File: src/rtl/fetch_stage.sv
// ============================================================================
// Module      : fetch_stage
// Description : Instruction-fetch stage and IF/ID pipeline register. Holds the
//               PC, drives the instruction-memory address and captures the
//               fetched word plus PC+4 for decode. Consumes the hazard unit's
//               PC enable, IF/ID enable and taken-branch flush (PCSrc).
//               Optional macro FETCH_PERF_CNT_EN builds saturating stall and
//               flush counters; without it both counter ports read 0.
// Revision    : 1.0 - initial release
// ============================================================================
`default_nettype none

module fetch_stage #(
  parameter logic [31:0] RESET_PC  = 32'h0000_0000,
  parameter logic [31:0] NOP_INSTR = 32'h0000_0000
) (
  input  logic        clk,
  input  logic        rst,
  input  logic        pc_en,
  input  logic        ifid_en,
  input  logic        PCSrc,
  input  logic [31:0] branch_target,
  input  logic [31:0] imem_rdata,
  output logic [31:0] imem_addr,
  output logic [31:0] ifid_instr,
  output logic [31:0] ifid_pc4,
  output logic        ifid_valid,
  output logic [31:0] stall_cnt,
  output logic [31:0] flush_cnt
);

  localparam logic [31:0] c_pc_step = 32'd4;

  // Debug-only fetch status, updated every edge from the sampled controls.
  typedef enum logic [1:0] {
    ST_RUN      = 2'd0,
    ST_STALL    = 2'd1,
    ST_REDIRECT = 2'd2
  } status_t;

  logic [31:0] r_pc;
  logic [31:0] w_pc_plus4;
  logic [31:0] w_redirect_pc;
  status_t     r_status;
  status_t     w_status_next;

  // Wraps modulo 2^32 by construction; no carry is kept.
  assign w_pc_plus4    = r_pc + c_pc_step;
  // Redirect targets are forced word-aligned; the low bits are dropped.
  assign w_redirect_pc = {branch_target[31:2], 2'b00};
  assign imem_addr     = r_pc;

  // PC register: redirect beats the enable, otherwise advance or hold.
  always_ff @(posedge clk or posedge rst) begin
    if (rst) begin
      r_pc <= RESET_PC;
    end else if (PCSrc) begin
      r_pc <= w_redirect_pc;
    end else if (pc_en) begin
      r_pc <= w_pc_plus4;
    end
  end

  // IF/ID register: flush inserts a bubble, enable captures, else hold.
  always_ff @(posedge clk or posedge rst) begin
    if (rst) begin
      ifid_instr <= NOP_INSTR;
      ifid_pc4   <= 32'd0;
      ifid_valid <= 1'b0;
    end else if (PCSrc) begin
      ifid_instr <= NOP_INSTR;
      ifid_pc4   <= 32'd0;
      ifid_valid <= 1'b0;
    end else if (ifid_en) begin
      ifid_instr <= imem_rdata;
      ifid_pc4   <= w_pc_plus4;
      ifid_valid <= 1'b1;
    end
  end

  // Status state register.
  always_ff @(posedge clk or posedge rst) begin
    if (rst) begin
      r_status <= ST_RUN;
    end else begin
      r_status <= w_status_next;
    end
  end

  // Status next-state: redirect, then stall, else running.
  always_comb begin
    w_status_next = ST_RUN;
    if (PCSrc) begin
      w_status_next = ST_REDIRECT;
    end else if (!ifid_en) begin
      w_status_next = ST_STALL;
    end
  end

`ifdef FETCH_PERF_CNT_EN
  logic [31:0] r_stall_cnt;
  logic [31:0] r_flush_cnt;

  // Saturating event counters; a flush edge is never also a stall edge.
  always_ff @(posedge clk or posedge rst) begin
    if (rst) begin
      r_stall_cnt <= 32'd0;
      r_flush_cnt <= 32'd0;
    end else if (PCSrc) begin
      if (r_flush_cnt != 32'hFFFF_FFFF) begin
        r_flush_cnt <= r_flush_cnt + 32'd1;
      end
    end else if (!ifid_en) begin
      if (r_stall_cnt != 32'hFFFF_FFFF) begin
        r_stall_cnt <= r_stall_cnt + 32'd1;
      end
    end
  end

  assign stall_cnt = r_stall_cnt;
  assign flush_cnt = r_flush_cnt;
`else
  assign stall_cnt = 32'd0;
  assign flush_cnt = 32'd0;
`endif

  // Status is observed only from debug access; alignment bits are ignored.
  logic w_unused;
  assign w_unused = &{1'b0, branch_target[1:0], r_status};

endmodule

`default_nettype wire

File: config.mk
export PLATFORM = sky130hd
export DESIGN_NAME = fetch_stage
export DESIGN_NICKNAME = d
export VERILOG_FILES = /design/src/rtl/fetch_stage.sv
export SDC_FILE = /design/constraint.sdc
export NUM_CORES = 1
export LEC_CHECK = 0
export BUFFER_PORTS_ARGS = -buffer_cell sky130_fd_sc_hd__buf_2
export CAP_MARGIN = 20
export CORE_UTILIZATION = 48
export DETAILED_ROUTE_END_ITERATION = 6
export MAX_ROUTING_LAYER = met4
export PLACE_DENSITY = 0.88
export SLEW_MARGIN = 5
export SYNTH_ARGS = -nofsm -noshare
export SYNTH_HDL_FRONTEND = slang
export SYNTH_SLANG_ARGS = --single-unit
export TNS_END_PERCENT = 1
File: constraint.sdc
create_clock -name clk -period 3.6 [get_ports clk]
set_clock_uncertainty 0.05 [all_clocks]
set_input_delay 0.36 -clock clk [delete_from_list [all_inputs] [get_ports clk]]
set_output_delay 0.36 -clock clk [all_outputs]
set_load 0.05 [all_outputs]
==> metrics.cfg <==
[critical_path]
cp-end-kind = flip-flop
cp-start-kind = flip-flop
reg2regPathDepth = 5
crit_arrival_ps = 2970
cp_max_fo = 19
endpoint = ifid_pc4[26]
critPathLaunch = imem_addr[2]
reg2reg_from = imem_addr[2]
criticalPathCategory = reg2reg
required_ps = 3810
worstReg2RegEnd = ifid_pc4[26]
worst-r2r-setup-slack_ps = 840

[sta]
hold_ws_ps = 155
fin_crit_ps = 2760
slew_violations = 0
hold_viol_final = 0
fin_setup_tns_ps = 0
worst_slew_pin_slew_ps = 705
grt_setup_unrepaired = false
finalCritPeriodShare_pct = 76.7
slew_headroom_pct = 52.9
setup_viol = 0
fmax_mhz = 362

[synthesis]
synth-main-ff-cell = dfrtp_1
synth_seq_cells = 94
ys_seq_area_share_pct = 44.5
syn_inst = 568
synth-edff-count = 0
async_reset_ff_share_pct = 100
synthDistinctLibCells = 41
netlist_area_um2 = 5290
avgSynthCellArea_um2 = 9.32
yosysWarnings = 0

[routing]
dr.first_iter.drc_count = 256
viasPerCell = 5.34
drc_errors = 0
antenna_left = 0
wl_mm = 12.4
vias = 4500
avgRoutedWirePerCell_um = 14.7
first_pass_iters = 4

[floorplanning]
core_um2 = 10500
start_util_pct = 50.4
rows = 37
fp.dieH_um = 107
num_io_pins = 230
fp.dieArea_um2 = 11400
die_w_um = 107

[final_layout]
finish.utilization_pct = 58.1
final_common_cell = buf_2
drive_above_1_share_pct = 27.2
mostFrequentLayoutCells = 159 x buf_2, 94 x dfrtp_1, 78 x nor2_1
postLayoutCellArea_um2 = 6100
areaGrowthSynthToFinish_pct = 15.3
final_nets = 771
antenna_cells = 0
fill_cells = 950

[power]
peakVddDrop_mv = 0.239
cellPowerDensity_nw_per_um2 = 439
p_leak_nw = 2.97

[global_routing]
grt_overflow_total = 0
grt_max_degree = 83
antenna_found_initial = 0
grt_usage_pct = 22.1
grt_pass1_wl_mm = 19.4
grt_pass1_vias = 4003

[min_path]
hold_path.class = in2reg

[clock_network]
cts_tree = done
clock_latency_ps = 350
cts.sinks = 94
cts_setup_buffers = 0
clk_pin_slew_worst_paths_ps = 100
hold_buffers = 0
cts_inserted_buffers = 9
ctsResizeCount = 0
htreeDepth = 3
clockRootBuffer = clkbuf_8
clk_path_buf_depth = 2

[run_status]
outcome = finished, final reports clean

[place]
gp_congestion = 0.815
dp_hpwl_mm = 8.80
io_buffers = 161
placed_cell_area_um2 = 5890

[job]
drv_cap = 0

-- area by class of cell --
cell class / instances / area (um2) / share of cell area [%]
multi-input combinational: 416 / 2460 / 40.3
clock inverter: 5 / 35.0 / 0.574
tap: 136 / 170 / 2.79
inverter: 9 / 36.3 / 0.595
timing repair buffer: 171 / 908 / 14.9
sequential: 94 / 2350 / 38.5
clock buffer: 11 / 141 / 2.32
-- stage by stage --
stage / power, mW / instances / worst slack (ps)
after floorplan: 1.93 / 633 / 741
after global placement: 2.04 / 824 / 892
after detailed placement: 2.06 / 824 / 843
after CTS: 2.70 / 840 / 834
after global routing: 2.80 / 842 / 654
final: 2.68 / 842 / 839
-- routing by layer --
layer	vias to the layer above	global-route usage [%]	part of all wire, %
li1	2152	-	-
met1	2104	29.4	43
met2	226	35.2	49
met3	18	2.98	6.7
met4	0	7.24	1.8
met5	-	-	0
-- worst min-delay path by stage --
| stage | startpoint | end | slack, ps | depth (start not counted) |
|---|---|---|---|---|
| finish | branch_target[30] | imem_addr[30] | 160 | 3 |
| detailed placement | ifid_valid | ifid_valid | 440 | 2 |
| CTS | branch_target[6] | imem_addr[6] | 140 | 3 |
| global placement | ifid_valid | ifid_valid | 420 | 2 |
| floorplan | branch_target[30] | imem_addr[30] | 430 | 2 |
| global route | branch_target[16] | imem_addr[16] | 160 | 3 |
-- flip-flops by register name (all words and copies together), names as in the netlist --
signal / flops
ifid_valid: 1
ifid_instr: 32
imem_addr: 30
ifid_pc4: 31
-- Yosys cell counts (9+ instances only) --
library cell  instances  area, um2
nand2_1              31        116
clkbuf_1             31        116
nand3_1              14       70.1
or3_1                14       87.6
a311oi_1             16        140
a211oi_1             12       90.1
mux2i_1              34        340
nor2_1               78        293
xor2_1               10       87.6
buf_4                67        503
or4_1                19        143
o31ai_1              13       97.6
xnor2_1              15        131
o21ai_0              27        135
dfrtp_1              94       2350
a31oi_1              10       62.6
nand4_1              14       87.6
inv_1                 9       33.8
-- kinds of logic (layout without fill, tap and decap cells) --
| kind of cell | after synthesis | after routing | synth area share, % |
|---|---|---|---|
| AOI/OAI and AO/OA | 86 | 86 | 11.2 |
| xor gates and xnor gates | 25 | 25 | 4.14 |
| adders and majority gates | 1 | 1 | 0.236 |
| buffers and inverters | 123 | 196 | 13.7 |
| DFF | 94 | 94 | 44.5 |
| muxes | 34 | 34 | 6.43 |
| other | 1 | 66 | 0.0709 |
| and+or+nand+nor | 204 | 204 | 19.8 |
-- report_power, final --
part	internal [mW]	total (mW)	switching [mW]
Clock	0.271	0.640	0.369
Sequential	1.13	1.23	0.0974
Combinational	0.179	0.808	0.629
-- worst max-delay path: stages (launching register included) --
cell      delay, ps
dfrtp_1         450
ha_1            270
nand3_2         190
or4_1           870
or4_1           600
a311oi_1        250
No activity file was read; power rests on OpenSTA's default activity.
